[src/rtl/mcu_request_scheduler.sv]
// ============================================================================
// mcu_request_scheduler
// Grants the Y, Cb and Cr encoders their per-MCU request windows in turn,
// each MCU followed by an idle guard gap. Tracks the per-component MCU index.
// Optional statistics counters are enabled by defining MCU_SCHED_STATS_EN.
// Revision: 1.0
// ============================================================================
`default_nettype none

module mcu_request_scheduler #(
  parameter int unsigned REQ_Y = 29,
  parameter int unsigned REQ_C = 7,
  parameter int unsigned GAP   = 8,
  parameter int unsigned MCU_W = 8
) (
  input  logic               clk,
  input  logic               rst,
  input  logic               row_start,
  input  logic               frame_start,
  input  logic [MCU_W-1:0]   h_mcu,
  output logic [2:0]         ereq,
  output logic [3*MCU_W-1:0] e_x_mcu,
  output logic               busy,
  output logic               row_done,
  output logic               overrun,
  output logic               frame_err
`ifdef MCU_SCHED_STATS_EN
  ,
  output logic [31:0]        stat_mcus,
  output logic [15:0]        stat_rows
`endif
);

  localparam int unsigned c_max_len = (REQ_Y > REQ_C) ? ((REQ_Y > GAP) ? REQ_Y : GAP)
                                                      : ((REQ_C > GAP) ? REQ_C : GAP);
  localparam int unsigned c_ph_w    = $clog2(c_max_len + 1);

  typedef enum logic [2:0] {
    S_IDLE   = 3'd0,
    S_REQ_Y  = 3'd1,
    S_REQ_CB = 3'd2,
    S_REQ_CR = 3'd3,
    S_GAP    = 3'd4
  } state_t;

  state_t             r_state;
  state_t             w_next;
  logic [c_ph_w-1:0]  r_phase;
  logic [MCU_W-1:0]   r_h_lat;
  logic [MCU_W-1:0]   r_x_y;
  logic [MCU_W-1:0]   r_x_cb;
  logic [MCU_W-1:0]   r_x_cr;
  logic               r_row_done;
  logic               r_overrun;
  logic               r_frame_err;
  logic [2:0]         w_ereq_dec;
  logic               w_win_end;
  logic               w_row_fin;
  logic               w_busy;
  logic               w_abort;
  logic               w_accept;
  logic               w_row_done_d;

  assign w_busy       = (r_state != S_IDLE);
  assign w_abort      = w_busy && frame_start;
  // frame_start wins over a simultaneous row_start even when idle
  assign w_accept     = !w_busy && row_start && !frame_start;
  assign w_row_done_d = (w_accept && (h_mcu == '0)) || (w_row_fin && !w_abort);

  always_ff @(posedge clk) begin
    if (rst) begin
      r_state <= S_IDLE;
    end else begin
      r_state <= w_next;
    end
  end

  always_comb begin
    w_next     = r_state;
    w_ereq_dec = 3'b000;
    w_win_end  = 1'b0;
    w_row_fin  = 1'b0;
    case (r_state)
      S_IDLE: begin
        if (w_accept && (h_mcu != '0)) begin
          w_next = S_REQ_Y;
        end
      end
      S_REQ_Y: begin
        w_ereq_dec = 3'b001;
        if (r_phase == c_ph_w'(REQ_Y - 1)) begin
          w_win_end = 1'b1;
          w_next    = S_REQ_CB;
        end
      end
      S_REQ_CB: begin
        w_ereq_dec = 3'b010;
        if (r_phase == c_ph_w'(REQ_C - 1)) begin
          w_win_end = 1'b1;
          w_next    = S_REQ_CR;
        end
      end
      S_REQ_CR: begin
        w_ereq_dec = 3'b100;
        if (r_phase == c_ph_w'(REQ_C - 1)) begin
          w_win_end = 1'b1;
          w_next    = S_GAP;
        end
      end
      S_GAP: begin
        if (r_phase == c_ph_w'(GAP - 1)) begin
          if (r_x_cr == r_h_lat) begin
            w_row_fin = 1'b1;
            w_next    = S_IDLE;
          end else begin
            w_next    = S_REQ_Y;
          end
        end
      end
      default: begin
        w_next = S_IDLE;
      end
    endcase
    if (w_abort) begin
      w_next = S_IDLE;
    end
  end

  always_ff @(posedge clk) begin
    if (rst || (w_next != r_state)) begin
      r_phase <= '0;
    end else if (w_busy) begin
      r_phase <= r_phase + 1'b1;
    end
  end

  always_ff @(posedge clk) begin
    if (rst) begin
      r_h_lat     <= '0;
      r_x_y       <= '0;
      r_x_cb      <= '0;
      r_x_cr      <= '0;
      r_row_done  <= 1'b0;
      r_overrun   <= 1'b0;
      r_frame_err <= 1'b0;
    end else begin
      r_row_done <= w_row_done_d;
      if (w_busy && row_start) begin
        r_overrun <= 1'b1;
      end
      if (w_abort) begin
        r_frame_err <= 1'b1;
        r_x_y       <= '0;
        r_x_cb      <= '0;
        r_x_cr      <= '0;
      end else if (w_accept && (h_mcu != '0)) begin
        r_h_lat <= h_mcu;
        r_x_y   <= '0;
        r_x_cb  <= '0;
        r_x_cr  <= '0;
      end else if (w_win_end) begin
        case (r_state)
          S_REQ_Y:  r_x_y  <= r_x_y + 1'b1;
          S_REQ_CB: r_x_cb <= r_x_cb + 1'b1;
          S_REQ_CR: r_x_cr <= r_x_cr + 1'b1;
          default:  ;
        endcase
      end
    end
  end

`ifdef MCU_SCHED_STATS_EN
  logic [31:0] r_stat_mcus;
  logic [15:0] r_stat_rows;

  always_ff @(posedge clk) begin
    if (rst) begin
      r_stat_mcus <= '0;
      r_stat_rows <= '0;
    end else begin
      if ((r_state == S_REQ_CR) && w_win_end && !w_abort && (r_stat_mcus != '1)) begin
        r_stat_mcus <= r_stat_mcus + 1'b1;
      end
      if (w_row_done_d) begin
        r_stat_rows <= r_stat_rows + 1'b1;
      end
    end
  end

  assign stat_mcus = r_stat_mcus;
  assign stat_rows = r_stat_rows;
`endif

  // a frame abort silences the packer in the very cycle it is seen
  assign ereq      = w_ereq_dec & {3{~w_abort}};
  assign e_x_mcu   = {r_x_cr, r_x_cb, r_x_y};
  assign busy      = w_busy;
  assign row_done  = r_row_done;
  assign overrun   = r_overrun;
  assign frame_err = r_frame_err;

`ifndef SYNTHESIS
  always_ff @(posedge clk) begin
    if (!rst) begin
      assert ($onehot0(ereq)) else $error("ereq not one-hot-or-zero: %b", ereq);
    end
  end
`endif

endmodule

`default_nettype wire

[config.mk]
export PLATFORM = sky130hd
export DESIGN_NAME = mcu_request_scheduler
export DESIGN_NICKNAME = d
export VERILOG_FILES = /design/src/rtl/mcu_request_scheduler.sv
export SDC_FILE = /design/constraint.sdc
export NUM_CORES = 1
export LEC_CHECK = 0
export ABC_AREA = 1
export CAP_MARGIN = 25
export CORE_MARGIN = 2
export CORE_UTILIZATION = 45
export CTS_CLUSTER_SIZE = 20
export DETAILED_ROUTE_END_ITERATION = 10
export HOLD_SLACK_MARGIN = 0.02
export PLACE_DENSITY_LB_ADDON = 0.3
export SKIP_LAST_GASP = 1
export SYNTH_ARGS = -nofsm -noshare
export SYNTH_HDL_FRONTEND = slang
export SYNTH_SLANG_ARGS = --single-unit
[constraint.sdc]
create_clock -name clk -period 1.5 [get_ports clk]
set_input_delay 0.375 -clock clk [delete_from_list [all_inputs] [get_ports clk]]
set_output_delay 0.375 -clock clk [all_outputs]
set_load 0.05 [all_outputs]
==> results of run 1 <==
-- worst max-delay path, stage by stage (launching register included) --
cell and delay [ps]:
dfxtp_4 390, inv_6 60, nor3_4 220, inv_2 80, nor2_4 130, buf_12 150
-- cell usage after synthesis, drive strengths merged (4+ instances only) --
cell type and n:
a211oi 4, a21oi 21, dfxtp 43, ha 6, inv 47, nand2 53
nand3 23, nand4 6, nor2 44, nor3 9, o21a 4, o21ai 21
xor2 6
-- cell type report --
type | count | area [sq um] | area share (%)
inverters | 47 | 204 | 5.19
flip-flops and latches | 43 | 887 | 22.6
repair buffers | 96 | 1190 | 30.2
multi-input cells | 207 | 1490 | 37.8
clock buffers | 8 | 100 | 2.55
well taps | 54 | 67.6 | 1.72
-- per-layer routing --
| metal | global-route usage, % | vias to the layer above | part of all wire (%) |
|---|---|---|---|
| met4 | 6.06 | 0 | 4.5 |
| met1 | 31.0 | 1256 | 39 |
| met2 | 38.9 | 149 | 50 |
| li1 | - | 1184 | - |
| met3 | 6.04 | 46 | 6.2 |
| met5 | 0 | - | 0 |
-- registers in the layout (all words and copies together), names as in the netlist --
register and cells:
row_done 1, overrun 1, r_x_cr 8, r_state 3, r_h_lat 8, r_x_cb 8, frame_err 1, r_phase 5
r_x_y 8
-- logic make-up after synthesis --
logic type | after synthesis | synth area share (%)
compound gates | 55 | 14.4
simple gates | 138 | 30.2
flops | 43 | 39.7
xor+xnor | 8 | 3.23
buf+inv | 51 | 9.00
fa+ha+maj | 6 | 3.46
-- power groups by stage --
stage / clock network, W / registers, W / logic (W)
after floorplan: 0 / 0.00121 / 0.000141
after global placement: 0 / 0.00120 / 0.000268
after detailed placement: 0 / 0.00121 / 0.000272
after CTS: 0.000825 / 0.00118 / 0.000313
after global routing: 0.000888 / 0.00118 / 0.000411
final: 0.000848 / 0.00118 / 0.000390
-- through the flow --
stage	worst slack, ps	power [W]	hold WS [ps]	setup TNS, ps	utilization, %
after floorplan	-19.4	0.00135	444	-19.4	-
after global routing	-306	0.00248	357	-4820	83.8
after detailed placement	-325	0.00148	463	-9660	68.0
final	-212	0.00242	339	-2620	83.8
after CTS	-97.9	0.00231	474	-571	75.8
after global placement	-305	0.00147	458	-8910	68.0
-- final timing paths --
kind                                             start                 endpoint  cells past startpoint
worst min-delay path                          h_mcu[0]  r_h_lat[0]$_SDFFE_PP0P_                      3
worst max-delay path             r_state[0]$_SDFF_PP0_                  ereq[2]                      5
worst min register to register  frame_err$_SDFFE_PP0P_   frame_err$_SDFFE_PP0P_                      2
worst max register to register  r_x_cr[4]$_SDFFE_PP0P_  r_phase[4]$_SDFFE_PP0N_                     12
-- what timing repair did --
item,in CTS,in global routing
gates resized for setup,43,79
setup buffers,13,13
endpoints found under the setup margin,20,30
pin swaps,19,36
==> results.cfg, run 1 <==
[clocking]
clkLatencyLatePin_ps = 310
clockRootBuffer = clkbuf_8
cts_sinks = 43
cts_tree = built
postCtsHoldBufs = 0
cts_max_level = 2
path_clk_slew_ps = 90
cts_buffers = 5
clock_path_buffers = 2

[sta]
clock_skew_ps = 5.16
fmax_mhz = 584
maxSlewHeadroom_pct = 74.9
rsz0062_at_grt = true
slew_violations = 0
finalHoldViolations = 0
min_period_ps = 1710
setup_viol = 26
fin_crit_sh_pct = 114
fin_ws_ps = -212
worst_pin_slew_ps = 375

[layout]
n_fill_cell = 242
layout_common_cells = 42 x buf_4, 38 x nand2_1, 36 x inv_1
nets = 418
fin_area_sq_mm = 0.00393
drive_gt1_share_pct = 46.1
area_growth_pct = 81.3
final_common_cell = buf_4
fin_cells = 455
antenna_cells = 0

[yosys]
synth_cells = 301
yosys.area.top_type_share_pct = 39.7
synth-async-reset-ratio_pct = 0
yosysUniqueCellTypes = 30
syn_area_sq_mm = 0.00217
ys_warn_count = 0
synth_seq_cells = 43
netlist_top_cells_area = dfxtp_1 40%, nand2_1 8.1%, inv_1 6.9%
ys.flop_type = dfxtp_1
synth_top_cell_by_area = dfxtp_1
synth_edf_count = 0
ys_seq_area_share_pct = 39.7
avgSynthCellArea_sq_um = 7.20
synth_nets = 319

[place]
gp_congestion = 0.861
io_buffer_count = 42
dp_hpwl_mm = 3.92
numPlacedInstances = 422
placed_area_sq_mm = 0.00319

[global_route]
grt_max_degree = 13
antenna_found_initial = 0
grt_usage_pct = 23.7
grt_pass1_vias = 2113
grt_pass1_wl_mm = 9.87
grt_overflow_total = 0

[drt]
drt-initial-drc-count = 186
remaining_drc_errors = 0
routed_wl_mm = 8.21
viasPerCell = 5.79
detail_route.first_pass.iterations = 6
wl_per_cell_microns = 18.1
num_vias = 2635
ant_nets = 0

[floorplanning]
dieWidth_microns = 73.4
coreArea_sq_mm = 0.00469
die_y_microns = 73.4
fp-row-count = 25
die_area_sq_mm = 0.00539
boundaryPins = 43
initial_core_util_pct = 46.2

[critical_path]
worst-r2r-setup-slack_ps = -200
worstPathRequired_ps = 1120
crit_path_start_kind = flop
crit_type = flop to primary output
critPathMaxFanout = 4
critPathArrivalTime_ps = 1340
cp-end-kind = primary output

[outcome]
violations = negative setup slack
outcome = complete, but fails checks

[pwr]
seq_power_share_pct = 48.8
p_per_area_mw_per_mm2 = 615
power.clock.fraction_pct = 35.1
p_int_w = 0.00175
p_sw_w = 0.000667
p_leak_nw = 1.65
pwr-share-comb_pct = 16.2
vdd_drop_max_v = 0.000540
swShare_pct = 27.6

[min_path]
hp-class = primary input to flop

[flow_run]
maxCapViolCount = 0
(Power assumes the default switching activity.)
==> run 2, diff against run 1 <==
- ABC_CLOCK_PERIOD_IN_PS: unset -> 1500
==> results of run 2 <==
No change in the layout: final DEF, timing and power equal those of run 1.
==> run 3, diff against run 2 <==
- RECOVER_POWER: unset -> 100
==> results of run 3 <==
No change in the layout: final DEF, timing and power equal those of run 1.
